**src/rtl/uart_tx_fifo_pkg.sv**
```systemverilog
// Shared UART definitions: FSM encodings, default timing, CTS# polarity and the
// transmit shifter payload. The receiver stage imports the same package.
package uart_tx_fifo_pkg;

  localparam int unsigned DEFAULT_CLKS_PER_BIT = 104;
  localparam int unsigned DEFAULT_DEPTH        = 16;
  localparam int unsigned DATA_W               = 8;
  localparam int unsigned STATE_W              = 2;
  localparam int unsigned BIT_IDX_W            = $clog2(DATA_W);

  localparam logic [STATE_W-1:0] ST_IDLE  = 2'd0;
  localparam logic [STATE_W-1:0] ST_START = 2'd1;
  localparam logic [STATE_W-1:0] ST_DATA  = 2'd2;
  localparam logic [STATE_W-1:0] ST_STOP  = 2'd3;

  // CTS# is active-low: a low level means the host can accept data.
  localparam logic CTS_CLEAR = 1'b0;
  localparam logic LINE_IDLE = 1'b1;

  localparam logic [BIT_IDX_W-1:0] LAST_BIT = BIT_IDX_W'(DATA_W - 1);

  typedef struct packed {
    logic [DATA_W-1:0]    shift;
    logic [BIT_IDX_W-1:0] bit_idx;
  } frame_t;

  // Serial line level for a given FSM state and current shifter LSB.
  function automatic logic line_level(input logic [STATE_W-1:0] st, input logic lsb);
    case (st)
      ST_START: line_level = 1'b0;
      ST_DATA:  line_level = lsb;
      default:  line_level = LINE_IDLE;
    endcase
  endfunction

endpackage

```
**src/rtl/sync_fifo.sv**
```systemverilog
// Single-clock FIFO with registered full/empty flags and a show-ahead head.
// Pushes while full and pops while empty are ignored.
module sync_fifo #(
  parameter int unsigned WIDTH = 8,
  parameter int unsigned DEPTH = 16
) (
  input  logic             clk,
  input  logic             reset,
  input  logic             push,
  input  logic             pop,
  input  logic [WIDTH-1:0] data_in,
  output logic [WIDTH-1:0] head_c,
  output logic             full,
  output logic             empty
);

  localparam int unsigned PTR_W = $clog2(DEPTH);
  localparam int unsigned CNT_W = PTR_W + 1;

  logic [WIDTH-1:0] mem [DEPTH];
  logic [PTR_W-1:0] wr_ptr;
  logic [PTR_W-1:0] rd_ptr;
  logic [CNT_W-1:0] count;
  logic [CNT_W-1:0] count_next;
  logic             do_push;
  logic             do_pop;

  // Full/empty are registered, so a push on a full cycle drops even with a pop.
  assign do_push = push & ~full;
  assign do_pop  = pop & ~empty;
  assign head_c  = mem[rd_ptr];

  always_comb begin
    count_next = count;
    case ({do_push, do_pop})
      2'b10:   count_next = count + CNT_W'(1);
      2'b01:   count_next = count - CNT_W'(1);
      default: count_next = count;
    endcase
  end

  always_ff @(posedge clk) begin
    if (reset) begin
      wr_ptr <= '0;
      rd_ptr <= '0;
      count  <= '0;
      full   <= 1'b0;
      empty  <= 1'b1;
    end else begin
      if (do_push) wr_ptr <= wr_ptr + PTR_W'(1);
      if (do_pop)  rd_ptr <= rd_ptr + PTR_W'(1);
      count <= count_next;
      full  <= (count_next == CNT_W'(DEPTH));
      empty <= (count_next == '0);
    end
  end

  always_ff @(posedge clk) begin
    if (do_push) mem[wr_ptr] <= data_in;
  end

endmodule

```
**src/rtl/uart_tx_fifo.sv**
```systemverilog
// UART 8N1 transmitter with input byte FIFO, gated by the active-low CTS# line.
// tx drives PMODL3, cts comes from PMODL2.
module uart_tx_fifo
  import uart_tx_fifo_pkg::*;
#(
  parameter int unsigned CLKS_PER_BIT = DEFAULT_CLKS_PER_BIT,
  parameter int unsigned DEPTH        = DEFAULT_DEPTH
) (
  input  logic              CLK,
  input  logic              reset,
  input  logic [DATA_W-1:0] data_in,
  input  logic              data_valid,
  output logic              ready,
  input  logic              cts,
  output logic              tx,
  output logic              busy,
  output logic              overflow
);

  localparam int unsigned BAUD_W = (CLKS_PER_BIT > 1) ? $clog2(CLKS_PER_BIT) : 1;
  localparam logic [BAUD_W-1:0] BAUD_LAST = BAUD_W'(CLKS_PER_BIT - 1);

  logic               fifo_full;
  logic               fifo_empty;
  logic [DATA_W-1:0]  head_c;
  logic               pop_c;
  logic               cts_meta;
  logic               cts_s;
  logic [STATE_W-1:0] state;
  logic [STATE_W-1:0] state_next;
  logic [BAUD_W-1:0]  baud;
  logic [BAUD_W-1:0]  baud_next;
  logic               baud_done_c;
  frame_t             frame;
  frame_t             frame_next;

  sync_fifo #(
    .WIDTH (DATA_W),
    .DEPTH (DEPTH)
  ) u_fifo (
    .clk     (CLK),
    .reset   (reset),
    .push    (data_valid),
    .pop     (pop_c),
    .data_in (data_in),
    .head_c  (head_c),
    .full    (fifo_full),
    .empty   (fifo_empty)
  );

  assign ready       = ~fifo_full;
  assign baud_done_c = (baud == BAUD_LAST);

  // Two-stage CTS# synchroniser, parked at "not clear" during reset.
  always_ff @(posedge CLK) begin
    if (reset) begin
      cts_meta <= 1'b1;
      cts_s    <= 1'b1;
    end else begin
      cts_meta <= cts;
      cts_s    <= cts_meta;
    end
  end

  always_ff @(posedge CLK) begin
    if (reset) begin
      state <= ST_IDLE;
      baud  <= '0;
      frame <= '0;
    end else begin
      state <= state_next;
      baud  <= baud_next;
      frame <= frame_next;
    end
  end

  // CTS is only consulted in IDLE; a started frame always runs to its stop bit.
  always_comb begin
    state_next = state;
    baud_next  = baud;
    frame_next = frame;
    pop_c      = 1'b0;
    if (state != ST_IDLE) begin
      baud_next = baud_done_c ? '0 : baud + BAUD_W'(1);
    end
    case (state)
      ST_IDLE: begin
        baud_next = '0;
        if (!fifo_empty && (cts_s == CTS_CLEAR)) begin
          pop_c              = 1'b1;
          frame_next.shift   = head_c;
          frame_next.bit_idx = '0;
          state_next         = ST_START;
        end
      end
      ST_START: begin
        if (baud_done_c) begin
          frame_next.bit_idx = '0;
          state_next         = ST_DATA;
        end
      end
      ST_DATA: begin
        if (baud_done_c) begin
          frame_next.shift = frame.shift >> 1;
          if (frame.bit_idx == LAST_BIT) begin
            state_next = ST_STOP;
          end else begin
            frame_next.bit_idx = frame.bit_idx + BIT_IDX_W'(1);
          end
        end
      end
      ST_STOP: begin
        if (baud_done_c) state_next = ST_IDLE;
      end
      default: state_next = ST_IDLE;
    endcase
  end

  always_ff @(posedge CLK) begin
    if (reset) begin
      tx       <= LINE_IDLE;
      busy     <= 1'b0;
      overflow <= 1'b0;
    end else begin
      tx       <= line_level(state, frame.shift[0]);
      busy     <= (state != ST_IDLE) || !fifo_empty;
      overflow <= overflow | (data_valid & fifo_full);
    end
  end

endmodule

```
**config.mk**
```make
export PLATFORM = sky130hd
export DESIGN_NAME = uart_tx_fifo
export DESIGN_NICKNAME = d
export VERILOG_FILES = /design/src/rtl/uart_tx_fifo_pkg.sv /design/src/rtl/sync_fifo.sv /design/src/rtl/uart_tx_fifo.sv
export SDC_FILE = /design/constraint.sdc
export NUM_CORES = 1
export LEC_CHECK = 0
export CAP_MARGIN = 20
export CORE_MARGIN = 5
export CORE_UTILIZATION = 50
export DETAILED_ROUTE_END_ITERATION = 8
export GPL_ROUTABILITY_DRIVEN = 1
export PLACE_DENSITY = 0.69
export SYNTH_ARGS = -nofsm -noshare
export SYNTH_HDL_FRONTEND = slang
export SYNTH_HIERARCHICAL = 1
export SYNTH_SLANG_ARGS = --single-unit
```
**constraint.sdc**
```tcl
create_clock -name CLK -period 2.8 [get_ports CLK]
set_clock_uncertainty 0.05 [all_clocks]
set_input_delay 0.28 -clock CLK [delete_from_list [all_inputs] [get_ports CLK]]
set_output_delay 0.28 -clock CLK [all_outputs]
set_load 0.005 [all_outputs]
```
Word-level counts from Yosys, hierarchy flattened:

Memories as Yosys holds them, arrays and structs flattened. A register that Yosys moved wholly into a read port is not among the register bits.
Cells that the tools add are included.
W data, S select, Z words.

* flip-flop bits (word level): 40
* word-level logic and storage cells: 75
* output and inout bits: 4
* memory bits (writable): 128
* memories kept: 1
* input port bits: 12

* $add $sub $neg: 6
* eq/ne operators: 14
* reduce and logical (&&, ||, !) cells: 12
* bitwise logic cells: 7
* muxes and demuxes: 21

Memories
* u_fifo.mem: depth 16, width 8, read ports 1, clocked after Yosys merged registers in 1, write ports 1, RTL line sync_fifo.sv:20 `logic [WIDTH-1:0] mem [DEPTH];`

Operators with widths (number)
* $mux W11: 2
* $pmux W8 S2: 1
* $ne A2 B2 Y1 const B: 6
* $mux W2: 5
* $pmux W5 S2: 1
* $reduce_and A5 Y1: 2
* $pmux W3 S3: 1
* $add A4 B1 Y4 const B: 2
* $mux W4: 2
* $pmux W2 S4: 1
* $add A7 B1 Y7 const B: 1
* $eq A7 B7 Y1 const B: 1
* $mux W7: 1
* $eq A2 B2 Y1 const B: 3
* $mux W3: 2
* $add A5 B1 Y5 const B: 1
* $eq A5 B5 Y1 const B: 1
* $logic_not A5 Y1: 1
* $sub A5 B1 Y5 const B: 1
* $eq A2 B1 Y1 const B: 2
* $mux W1: 4
* $reduce_bool A2 Y1: 2
* $add A3 B1 Y3 const B: 1
* $and A1 B1 Y1: 3
* other kinds (11): 13

Depth between registers and ports, before layout:

Gate-level depths: netlist (run 1).

* word-level depth: 8
* depth in mapped cells: 14
* depth with buffers taken out: 13

Cells and area by module:

The synthesis (run 1) kept the hierarchy.

By module, submodules not included
* sync_fifo: seq. area each 4224.1 µm², area each 5833.1 µm², instances 1, cells an instance 303
* uart_tx_fifo: seq. area each 500.5 µm², area each 1226.2 µm², instances 1, cells an instance 135

Worst setup path after synthesis (run 1):

OpenSTA, ideal clock, no wires.

* path kind: register to register
* from: register state[0]
* to: register u_fifo.full
* arrival time: 2437 ps
* library setup time: 91 ps
* period minus slack after synthesis: 2578 ps
* cell stages (with the launch flop): 14
* path buffers: 1
* data required time: 2659 ps
* path slack: 222 ps
* cells stage by stage: dfxtp_1 -> inv_1 -> ha_1 -> buf_4 -> and2_1 -> nand2b_4 -> inv_2 -> nand2_1 -> xnor2_1 -> ha_1 -> nor3b_1 -> or3b_1 -> a22oi_1 -> nor4bb_1

* word-level cells in the longest chain between the ends: 6
* elaborated cells between the ends (all ways): 7
* those cells by class: 3 x eq/ne; 2 x mux; 1 x bitwise; 1 x reduce/logical

Ends and longest elaborated chain
* start: declaration: RTL line uart_tx_fifo.sv:29 `logic [STATE_W-1:0] state;`
* start signal: assignment: RTL line uart_tx_fifo.sv:71 `state <= state_next;`
* $logic_not A2 Y1 (*): RTL line uart_tx_fifo.sv:86 `case (state)`
* $mux W1 (*): RTL line uart_tx_fifo.sv:86
* named net pop_c: RTL line uart_tx_fifo.sv:26 `logic pop_c;`
* $and A1 B1 Y1 (*): RTL line sync_fifo.sv:30 `assign do_pop = pop & ~empty;`
* $eq A2 B1 Y1 / $eq A2 B2 Y1 (equally long branches): RTL line sync_fifo.sv:35 `case ({do_push, do_pop})`
* $pmux W5 S2 (*): RTL line sync_fifo.sv:35
* $eq A5 B5 Y1 (*): RTL line sync_fifo.sv:53 `full <= (count_next == CNT_W'(DEPTH));`
* end signal: assignment: RTL line sync_fifo.sv:53
* end: declaration: RTL line sync_fifo.sv:13 `output logic full,`

The timed path passes the listed nets; every way through them passes the cells marked *.
A chain may end at the register's enable or synchronous reset.

Worst setup path after layout (run 1):

* from: register state[0]
* to: register u_fifo.empty

* word-level cells in the longest chain between the ends: 6
* elaborated cells between the ends (all ways): 7
* those cells by class: 2 x eq/ne; 2 x mux; 1 x bitwise; 2 x reduce/logical

Ends and longest elaborated chain
* $logic_not A2 Y1 (*): RTL line uart_tx_fifo.sv:86
* $mux W1 (*): RTL line uart_tx_fifo.sv:86
* named net pop_c: RTL line uart_tx_fifo.sv:26
* $and A1 B1 Y1 (*): RTL line sync_fifo.sv:30
* $eq A2 B1 Y1 / $eq A2 B2 Y1 (equally long branches): RTL line sync_fifo.sv:35
* $pmux W5 S2 (*): RTL line sync_fifo.sv:35
* $logic_not A5 Y1 (*): RTL line sync_fifo.sv:54 `empty <= (count_next == '0);`
* end signal: assignment: RTL line sync_fifo.sv:54
* end: declaration: RTL line sync_fifo.sv:14 `output logic empty`

Marks and branches as above.

==> results of run 1 <==
==> where the power goes <==
| group | total [W] | switching [W] | internal (W) |
|---|---|---|---|
| Combinational | 0.000341 | 0.000191 | 0.000150 |
| Sequential | 0.00283 | 0.0000370 | 0.00279 |
| Clock | 0.00228 | 0.00103 | 0.00126 |
| Total | 0.00545 | 0.00125 | 0.00420 |
==> cells by family after synthesis <==
family | share of synthesized area [%]
AO/OA/AOI/OAI | 4.41
multiplexers | 14.2
XOR/XNOR | 1.99
AND/OR/NAND/NOR | 7.27
adder cells (fa/ha/maj) | 2.66
buffers and inverters | 2.55
flip-flops | 66.9
==> cell usage in the layout, fill, tap and decap left out, types with 6 or more instances in the layout <==
cell type / count
a311oi_1: 7
mux2i_1: 9
buf_4: 22
a21oi_1: 21
edfxtp_1: 128
ha_1: 14
mux4_2: 40
clkdlybuf4s50_1: 15
inv_1: 9
o21ai_0: 6
nor3_1: 10
xnor2_1: 7
xor2_1: 8
nor2_1: 39
dfxtp_1: 41
nand2_1: 22
clkbuf_16: 17
==> flip-flops by register name, indices dropped and copies added, names as in the netlist, 2 cells and up, named ones only <==
signal / flops
u_fifo/count: 5
u_fifo/wr_ptr: 4
u_fifo/rd_ptr: 4
u_fifo/mem: 128
baud: 7
state: 2
frame: 11
==> layout make-up <==
class | count | area [µm²]
fill | 1050 | 5720
tap | 180 | 225
timing repair buffer | 41 | 395
inverter | 11 | 46.3
sequential | 172 | 4730
multi-input combinational | 230 | 2180
clock buffer | 17 | 425
clock inverter | 15 | 155
==> final timing paths <==
path | slack, ns | from | cells past startpoint | end
worst max register to register | 0.09 | state[0]$_SDFFE_PP0P_ | 13 | u_fifo/empty$_SDFF_PP1_
worst min register to register | 0.37 | cts_meta$_SDFF_PP1_ | 1 | cts_s$_SDFF_PP1_
worst max-delay path | 0.09 | state[0]$_SDFFE_PP0P_ | 13 | u_fifo/empty$_SDFF_PP1_
worst min-delay path | 0.37 | cts_meta$_SDFF_PP1_ | 1 | cts_s$_SDFF_PP1_
==> stage by stage <==
step | power [W] | TNS (ns) | instance area [µm²] | std cells | hold slack, ns
floorplan | 0.00310 | 0 | 7060 | 438 | 0.329
global placement | 0.00320 | 0 | 7540 | 634 | 0.347
detailed placement | 0.00322 | -0.0597 | 7540 | 634 | 0.354
CTS | 0.00549 | 0 | 8130 | 666 | 0.375
global route | 0.00565 | -0.000491 | 8160 | 666 | 0.403
finish | 0.00545 | 0 | 8160 | 666 | 0.368
==> routing by layer <==
layer | GRT usage, % | vias up | part of all wire (%) | wire, µm
met4 | 6.67 | 0 | 1.6 | 201
met1 | 21.0 | 1876 | 43 | 5420
li1 | - | 1762 | - | -
met3 | 3.78 | 18 | 3.7 | 469
met5 | 0 | - | 0 | 0
met2 | 27.2 | 66 | 52 | 6500
==> what timing repair did <==
item	CTS	global route
gates resized for setup	0	9
buffers inserted	0	0
setup endpoints to repair	0	3
==> impl_results.rst, run 1 <==
.. list-table::
   :header-rows: 1

   * - Metric
     - Value
   * - Fraction of layout instances using a drive strength above 1
     - 24.3%
   * - Net count after synthesis
     - 465
   * - Maximum number of pins on one net before global-route repair
     - 33
   * - Weighted congestion at the end of routability-driven global placement
     - 0.822
   * - Library cell contributing the largest single delay on the critical path
     - dfxtp_2
   * - Most frequent cells after synthesis
     - edfxtp_1 (128), dfxtp_1 (44), mux4_2 (40)
   * - Final period demand of the worst path
     - 2.71 ns
   * - Final antenna-violating net count
     - 0
   * - Fmax
     - 369 MHz
   * - Final Worst Setup Slack
     - 0.0903 ns
   * - Cells along the critical path
     - inv_1 -> ha_1 -> and2_1 -> nand2b_4 -> inv_4 -> nand2_2 -> xnor2_2 -> ha_2 -> nor4b_1 -> nand3_1 -> a31oi_4 -> xnor2_1 -> a31o_2
   * - Diode insertion count for antenna repair
     - 0
   * - Final cycle utilization of the critical path
     - 96.8%
   * - Cell Area, Synth
     - 7060 µm²
   * - Outcome
     - complete, no violations
   * - Endpoint class of the critical path
     - flip-flop
   * - Area of the die
     - 16,600 µm²
   * - Most repeated cell in the gate-level netlist after synthesis
     - edfxtp_1
   * - Count of flip-flops with a built-in enable after synthesis
     - 128
   * - Total DRC errors in the routed layout
     - 0
   * - Count of mapped cells out of synthesis
     - 438
   * - DRC marker count from the first detailed-route iteration
     - 206
   * - Effective utilization at floorplan
     - 50.9%
   * - Number of sinks driven by the clock tree
     - 172
   * - CP Class
     - flip-flop to flip-flop
   * - Seq cells post-synth
     - 172
   * - Initial antenna violation count
     - 0
   * - Detailed-route wire length
     - 12,600 µm
   * - Number of hold violations in the final report
     - 0
   * - Path class of the lowest-slack min-delay path
     - flip-flop to flip-flop
   * - Static leakage
     - 2.65 nW
   * - Estimated wirelength of the detail-placed design
     - 8650 µm
   * - Buf/Inv on CP
     - 2
   * - Vias in the first global route
     - 3,798
   * - Arrival time at the worst endpoint
     - 2.98 ns
   * - Setup violation total in the final timing report
     - 0
   * - Area share of the largest cell type after synthesis
     - 54.4%
   * - Total number of vias
     - 3,722
   * - Clock buffers created by TritonCTS
     - 17
   * - Global-route usage over all layers
     - 16.4%
   * - Critical path's largest stage delay
     - 0.34 ns
   * - Final #Nets
     - 500
   * - Overall overflow remaining after global route
     - 0
   * - Worst path top cell family by delay
     - simple AND/OR/NAND/NOR gates
   * - Count of yosys warnings during synthesis
     - 6
   * - Clock root buffer
     - clkbuf_16
   * - Kind of start point of the critical path
     - flip-flop
   * - Required time of the worst setup path
     - 3.07 ns
   * - Average cell area after synthesis
     - 16.1 µm²
   * - Port Buf Inserts
     - 15
   * - Top-level I/O count
     - 16
   * - Detailed-route vias per instance
     - 5.59
   * - Number of max-cap violations
     - 0
   * - Portion of the post-synthesis area used by sequential elements
     - 66.9%
   * - Cell row count
     - 43
   * - TritonCTS clock tree
     - built
   * - Std-Cell Core Area
     - 13,900 µm²
   * - Width of the chip
     - 129 µm
   * - Buffer depth of the longest clock path
     - 2
   * - Source-to-sink clock delay at the later pin of the worst-skew pair
     - 0.43 ns
   * - Average wire per cell in the routed design
     - 18.9 µm
   * - Number of detailed-routing iterations run before antenna repair
     - 4
   * - Prevailing post-synth register cell
     - edfxtp_1
   * - Total count of max-transition violations in the final report
     - 0
   * - Rel. slew slack
     - 63.2%
   * - Vert. Die Dim
     - 129 µm
   * - Global-route wire length before repair
     - 20,300 µm
   * - Layout area overhead
     - 15.6%
   * - Worst Tran Pin Value
     - 0.551 ns
   * - Async set or reset register ratio after synthesis
     - 0%
   * - Ranking of synthesized cells by area
     - edfxtp_1 (54%), mux4_2 (13%), dfxtp_1 (12%), ha_1 (2.7%), nor2_1 (2.1%)
   * - CTS HTree Levels
     - 4
   * - Clock input transition at the sequential cells of the worst setup and hold paths
     - 0.07 ns
   * - Pre-CTS worst setup slack
     - -0.0451 ns
   * - Post-layout utilization of the core
     - 58.8%
   * - Crit path max fanout
     - 9
   * - Worst vdd ir
     - 0.485 mV
   * - Power density relative to cell area
     - 668 nW/µm²
   * - Hold_buf cts
     - 0
   * - Count of distinct cell types in the synthesized netlist
     - 48
   * - Biggest area consumer among synthesized cells
     - edfxtp_1
Power figures use the tool's default switching activity.
==> run 2: changes to the inputs <==
--- a/config.mk
+++ b/config.mk
@@ -5,6 +5,7 @@
 export SDC_FILE = /design/constraint.sdc
 export NUM_CORES = 1
 export LEC_CHECK = 0
+export ABC_CLOCK_PERIOD_IN_PS = 3490
 export CAP_MARGIN = 20
 export CORE_MARGIN = 5
 export CORE_UTILIZATION = 50
==> constraint.sdc (replaced) <==
create_clock -name CLK -period 3.49 [get_ports CLK]
set_clock_uncertainty 0.05 [all_clocks]
set_input_delay 0.349 -clock CLK [delete_from_list [all_inputs] [get_ports CLK]]
set_output_delay 0.349 -clock CLK [all_outputs]
set_load 0.005 [all_outputs]
==> run 2 against run 1 <==
Against the previous run: core utilization shrank 1.4 points; critical path depth shrank 1; cell count shrank 2.1%; routed wire length shrank 0.14%; clock power shrank 20%; combinational power shrank 25%; power shrank 20%; sequential power shrank 20%; cell area shrank 2.4%; die area is the same; first-iteration DRC count grew 33%; flip-flop and latch count is the same; largest power group unchanged.
==> impl_results.rst, run 2 (same netlist as run 1, synthesis figures left out) <==
.. list-table::
   :header-rows: 1

   * - Metric
     - Value
   * - Maximum number of pins on one net before global-route repair
     - 33
   * - Initial antenna violation count
     - 0
   * - Logic depth of the worst register-to-register path
     - 12
   * - Layout area overhead
     - 12.8%
   * - Buffer depth of the longest clock path
     - 2
   * - Global-route wire length before repair
     - 20,500 µm
   * - Final Hold Slack
     - 0.355 ns
   * - Number of max-cap violations
     - 0
   * - Clock input transition at the sequential cells of the worst setup and hold paths
     - 0.06 ns
   * - Cell row count
     - 43
   * - Detailed-route vias per instance
     - 5.71
   * - Number of sinks driven by the clock tree
     - 172
   * - Hold_buf cts
     - 0
   * - Met3 WL post-DR
     - 462 µm
   * - Overall overflow remaining after global route
     - 0
   * - Estimated wirelength of the detail-placed design
     - 8430 µm
   * - Number of detailed-routing iterations run before antenna repair
     - 4
   * - DRC marker count from the first detailed-route iteration
     - 275
   * - Most frequent cells in the layout
     - edfxtp_1 (128), dfxtp_1 (43), mux4_2 (40)
   * - Source-to-sink clock delay at the later pin of the worst-skew pair
     - 0.42 ns
   * - Largest registers
     - u_fifo/mem (128), frame (11), baud (7)
   * - Average wire per cell in the routed design
     - 19.3 µm
   * - Fraction of layout instances using a drive strength above 1
     - 19.3%
   * - Endpoint class of the critical path
     - flip-flop
   * - Routed met1 length
     - 5660 µm
   * - Cells along the critical path
     - inv_1 -> ha_1 -> and2_1 -> nand2b_4 -> inv_2 -> nand2_1 -> xnor2_1 -> ha_1 -> nor3b_1 -> or3b_1 -> a22oi_1 -> nor4bb_1
   * - Worst Tran Pin Value
     - 0.850 ns
   * - Required time of the worst setup path
     - 3.76 ns
   * - Total number of vias
     - 3,724
   * - Count of cells resized by post-cts repair
     - 0
   * - Width of the chip
     - 129 µm
   * - Hold Crit Depth
     - 1
   * - Rel. slew slack
     - 43.2%
   * - Outcome
     - complete, no violations
   * - Crit path max fanout
     - 9
   * - Port Buf Inserts
     - 15
   * - Buf/Inv on CP
     - 2
   * - CTS HTree Levels
     - 4
   * - Total count of max-transition violations in the final report
     - 0
   * - Path class of the lowest-slack min-delay path
     - flip-flop to flip-flop
   * - Detailed-route wire length
     - 12,600 µm
   * - Arrival time at the worst endpoint
     - 3.32 ns
   * - Aggregate negative setup slack
     - 0 ns
   * - Final antenna-violating net count
     - 0
   * - Library cell contributing the largest single delay on the critical path
     - or3b_1
   * - CP Class
     - flip-flop to flip-flop
   * - Most common library cell in the layout ignoring fill and taps
     - edfxtp_1
   * - Vias in the first global route
     - 3,873
   * - Static leakage
     - 2.55 nW
   * - Clock buffers created by TritonCTS
     - 17
   * - Most repeated library cell on the critical path
     - ha_1
   * - Final period demand of the worst path
     - 3.04 ns
   * - Number of hold violations in the final report
     - 0
   * - Effective utilization at floorplan
     - 50.9%
   * - Std-Cell Core Area
     - 13,900 µm²
   * - Path length in cells of the critical path
     - 12
   * - Weighted congestion at the end of routability-driven global placement
     - 0.781
   * - TritonCTS clock tree
     - built
   * - Global-route usage over all layers
     - 16.5%
   * - Met2 WL post-DR
     - 6220 µm
   * - Setup repair after global routing missed its margin
     - false
   * - Vert. Die Dim
     - 129 µm
   * - Worst vdd ir
     - 0.467 mV
   * - Critical path's largest stage delay
     - 0.38 ns
   * - Final #Nets
     - 487
   * - Worst path top cell family by delay
     - simple AND/OR/NAND/NOR gates
   * - Top-level I/O count
     - 16
   * - Post-CTS Setup Bufs
     - 0
   * - Clock root buffer
     - clkbuf_16
   * - Power density relative to cell area
     - 546 nW/µm²
   * - Kind of start point of the critical path
     - flip-flop
   * - Fmax
     - 329 MHz
   * - Total DRC errors in the routed layout
     - 0
   * - Register with the most flip-flops
     - u_fifo/mem
   * - Final cycle utilization of the critical path
     - 87.2%
   * - Diode insertion count for antenna repair
     - 0
   * - Setup violation total in the final timing report
     - 0
   * - Topmost layer with routed signal wires
     - met4
   * - Post-layout power
     - 0.00434 W
   * - Largest register FFs
     - 128
   * - Area of the die
     - 16,600 µm²
-- run 2: cell types whose count changed in the layout (fill, tap and decap cells not counted), sizes merged --
cell	previous run	this run
clkinv	7	6
inv	18	11
clkbuf	17	21
buf	26	13
clkinvlp	0	1
bufinv	1	3
-- run 2: worst register-to-register path, cell delays in order, from the launching register on --
cell	delay (ns)
dfxtp_1	0.34
inv_1	0.11
ha_1	0.32
and2_1	0.22
nand2b_4	0.08
inv_2	0.15
nand2_1	0.11
xnor2_1	0.14
ha_1	0.30
nor3b_1	0.28
or3b_1	0.38
a22oi_1	0.23
nor4bb_1	0.24
-- run 2: area by class of cell --
type | count | area (µm²)
fill | 1048 | 5920
sequential | 172 | 4730
multi-input combinational | 230 | 2150
clock buffer | 21 | 440
timing repair buffer | 28 | 248
tap | 180 | 225
clock inverter | 10 | 124
inverter | 11 | 43.8
-- run 2: stage by stage --
step	setup WS, ns	instance area, µm²	instances	utilization, %
2_1_floorplan	0.912	7060	438	-
3_3_place_gp	0.704	7400	621	53.3
3_5_place_dp	0.488	7400	621	53.3
4_1_cts	0.465	7960	652	57.4
5_1_grt	0.251	7960	652	57.4
6_report	0.447	7960	652	57.4
-- run 2: power breakdown --
part | leakage (nW) | internal [W] | total [W] | switching [W]
logic | 0.758 | 0.000110 | 0.000256 | 0.000146
registers | 1.51 | 0.00224 | 0.00227 | 0.0000294
clock network | 0.273 | 0.00111 | 0.00182 | 0.000711
total | 2.54 | 0.00346 | 0.00434 | 0.000886
-- run 2: metal layers --
layer  track usage [%]  up-vias
li1                  -     1719
met1              22.2     1907
met2              26.2       74
met3              4.11       24
met4              6.11        0
met5                 0        -
-- run 2: path summary, 6_finish.rpt --
kind / from / endpoint / slack, ns
min: cts_meta$_SDFF_PP1_ / cts_s$_SDFF_PP1_ / 0.36
min reg2reg: cts_meta$_SDFF_PP1_ / cts_s$_SDFF_PP1_ / 0.36
max: state[0]$_SDFFE_PP0P_ / u_fifo/full$_SDFF_PP0_ / 0.45
max reg2reg: state[0]$_SDFFE_PP0P_ / u_fifo/full$_SDFF_PP0_ / 0.45
==> run 3: changes to the inputs <==
--- a/config.mk
+++ b/config.mk
@@ -7,7 +7,7 @@
 export LEC_CHECK = 0
 export ABC_CLOCK_PERIOD_IN_PS = 3490
 export CAP_MARGIN = 20
-export CORE_MARGIN = 5
+export CORE_MARGIN = 4
 export CORE_UTILIZATION = 50
 export DETAILED_ROUTE_END_ITERATION = 8
 export GPL_ROUTABILITY_DRIVEN = 1
@@ -16,3 +16,4 @@
 export SYNTH_HDL_FRONTEND = slang
 export SYNTH_HIERARCHICAL = 1
 export SYNTH_SLANG_ARGS = --single-unit
+export TNS_END_PERCENT = 10
==> run 3 against run 2 <==
Against the previous run: die area fell by 3.1%; register-to-register slack improved by 0.16 ns; sequential share of layout area barely moved; count of clock-buffer cells in the layout fell by 2; fmax rose by 5.5%; core utilization barely moved; critical path type unchanged; largest cell class unchanged.
==> impl_results.rst, run 3 (same netlist as run 1, synthesis figures left out) <==
.. list-table::
   :header-rows: 1

   * - Metric
     - Value
   * - Clock root buffer
     - clkbuf_16
   * - Total count of max-transition violations in the final report
     - 0
   * - Overall overflow remaining after global route
     - 0
   * - Clock buffers created by TritonCTS
     - 17
   * - Critical path's largest stage delay
     - 0.37 ns
   * - R2R Path Start
     - state[0]$_SDFFE_PP0P_
   * - Maximum number of pins on one net before global-route repair
     - 33
   * - Logic depth of the worst register-to-register path
     - 12
   * - Endpoint class of the critical path
     - flip-flop
   * - Final cycle utilization of the critical path
     - 82.7%
   * - Worst vdd ir
     - 0.366 mV
   * - Weighted congestion at the end of routability-driven global placement
     - 0.757
   * - Hold_buf cts
     - 0
   * - Setup repair after global routing missed its margin
     - false
   * - Vert. Die Dim
     - 127 µm
   * - Number of detailed-routing iterations run before antenna repair
     - 5
   * - Arrival time at the worst endpoint
     - 3.16 ns
   * - Diode insertion count for antenna repair
     - 0
   * - Clock input transition at the sequential cells of the worst setup and hold paths
     - 0.06 ns
   * - Library cell contributing the largest single delay on the critical path
     - or3b_1
   * - Total DRC errors in the routed layout
     - 0
   * - Rel. slew slack
     - 44.1%
   * - Fmax
     - 347 MHz
   * - Final Worst Setup Slack
     - 0.605 ns
   * - Effective utilization at floorplan
     - 50.9%
   * - Largest registers
     - u_fifo/mem (128), frame (11), baud (7)
   * - Total number of vias
     - 3,662
   * - Reg-to-reg critical path endpoint
     - u_fifo/full$_SDFF_PP0_
   * - Width of the chip
     - 127 µm
   * - Final cell count without fillers
     - 650
   * - Global-route wire length before repair
     - 20,300 µm
   * - Required time of the worst setup path
     - 3.77 ns
   * - Final instance area
     - 7960 µm²
   * - Crit path max fanout
     - 9
   * - Pre-CTS worst setup slack
     - 0.595 ns
   * - Register with the most flip-flops
     - u_fifo/mem
   * - Estimated wirelength of the detail-placed design
     - 8320 µm
   * - CTS HTree Levels
     - 4
   * - Number of max-cap violations
     - 0
   * - DRC marker count from the first detailed-route iteration
     - 289
   * - Placed Cells
     - 618
   * - Vias in the first global route
     - 3,744
   * - Timing startpoint of the critical path
     - state[0]$_SDFFE_PP0P_
   * - Source-to-sink clock delay at the later pin of the worst-skew pair
     - 0.42 ns
   * - Cells along the critical path
     - inv_1 -> ha_1 -> and2_1 -> nand2b_4 -> inv_2 -> nand2_1 -> xnor2_1 -> ha_1 -> nor3b_1 -> or3b_1 -> a22oi_1 -> nor4bb_1
   * - Final period demand of the worst path
     - 2.89 ns
   * - Layout area overhead
     - 12.7%
   * - Setup violation total in the final timing report
     - 0
   * - Count of cells resized by post-cts repair
     - 0
   * - Most frequent cells in the layout
     - edfxtp_1 (128), dfxtp_1 (43), mux4_2 (40)
   * - Post-layout utilization of the core
     - 57.3%
   * - Top-level I/O count
     - 16
   * - TritonCTS clock tree
     - built
   * - Most common library cell in the layout ignoring fill and taps
     - edfxtp_1
   * - Area of the die
     - 16,100 µm²
   * - Buf/Inv on CP
     - 2
   * - Power density relative to cell area
     - 543 nW/µm²
   * - Most repeated library cell on the critical path
     - ha_1
   * - Cell area after placement
     - 7390 µm²
   * - Detailed-route vias per instance
     - 5.63
   * - Final antenna-violating net count
     - 0
   * - CP Class
     - flip-flop to flip-flop
   * - Static leakage
     - 2.54 nW
   * - Std-Cell Core Area
     - 13,900 µm²
   * - Path length in cells of the critical path
     - 12
   * - Aggregate negative setup slack
     - 0 ns
   * - Port Buf Inserts
     - 15
   * - Buffer depth of the longest clock path
     - 2
   * - Worst Tran Pin Value
     - 0.835 ns
   * - Number of hold violations in the final report
     - 0
   * - Post-CTS Setup Bufs
     - 0
   * - Initial antenna violation count
     - 0
   * - End point of the critical path
     - u_fifo/full$_SDFF_PP0_
   * - Fraction of layout instances using a drive strength above 1
     - 20.0%
   * - Detailed-route wire length
     - 12,500 µm
   * - Cell row count
     - 43
   * - Path class of the lowest-slack min-delay path
     - flip-flop to flip-flop
   * - Outcome
     - complete, no violations
   * - Largest register FFs
     - 128
   * - Final #Nets
     - 484
   * - Average wire per cell in the routed design
     - 19.2 µm
   * - Worst path top cell family by delay
     - simple AND/OR/NAND/NOR gates
   * - Hold Crit Depth
     - 1
   * - Kind of start point of the critical path
     - flip-flop
   * - Number of inserted filler cells in the final layout
     - 1,064
   * - Number of sinks driven by the clock tree
     - 172
   * - Global-route usage over all layers
     - 16.8%
   * - Reg2reg setup slack
     - 0.60 ns
run 3: cell type report:
| type | count | area [µm²] | area share, % |
|---|---|---|---|
| Sequential cell | 172 | 4730 | 59.4 |
| Multi-Input combinational cell | 230 | 2150 | 27.1 |
| Clock buffer | 19 | 433 | 5.44 |
| Timing Repair Buffer | 25 | 238 | 2.99 |
| Tap cell | 180 | 225 | 2.83 |
| Clock inverter | 13 | 135 | 1.70 |
| Inverter | 11 | 43.8 | 0.550 |
run 3: power breakdown:
part	leakage (nW)	switching, W	internal, W
Sequential	1.51	0.0000293	0.00224
Combinational	0.744	0.000144	0.000110
Clock	0.280	0.000799	0.00100
Total	2.54	0.000972	0.00335
run 3: worst reg2reg max path, cell delays in order, from the launching register on:
cell and delay (ns):
dfxtp_1 0.34, inv_1 0.10, ha_1 0.30, and2_1 0.22, nand2b_4 0.08, inv_2 0.14, nand2_1 0.11, xnor2_1 0.13
ha_1 0.29, nor3b_1 0.23, or3b_1 0.37, a22oi_1 0.22, nor4bb_1 0.22
run 3: per-stage QoR:
stage                     power [W]  hold WS [ns]
after floorplan             0.00248         0.339
after global placement      0.00256         0.346
after detailed placement    0.00257         0.350
after CTS                   0.00436         0.374
after global routing        0.00450         0.389
final                       0.00432         0.371
run 3: worst min-delay path by stage:
stage / startpoint / endpoint
CTS: cts_meta$_SDFF_PP1_ / cts_s$_SDFF_PP1_
global placement: cts_meta$_SDFF_PP1_ / cts_s$_SDFF_PP1_
floorplan: cts_meta$_SDFF_PP1_ / cts_s$_SDFF_PP1_
finish: cts_meta$_SDFF_PP1_ / cts_s$_SDFF_PP1_
global route: cts_meta$_SDFF_PP1_ / cts_s$_SDFF_PP1_
detailed placement: cts_meta$_SDFF_PP1_ / cts_s$_SDFF_PP1_
run 3: per-layer routing:
| layer | part of all wire, % | GRT usage, % |
|---|---|---|
| met1 | 45 | 22.6 |
| met2 | 49 | 26.0 |
| met3 | 4.5 | 5.43 |
| met4 | 1.7 | 5.93 |
| met5 | 0 | 0 |
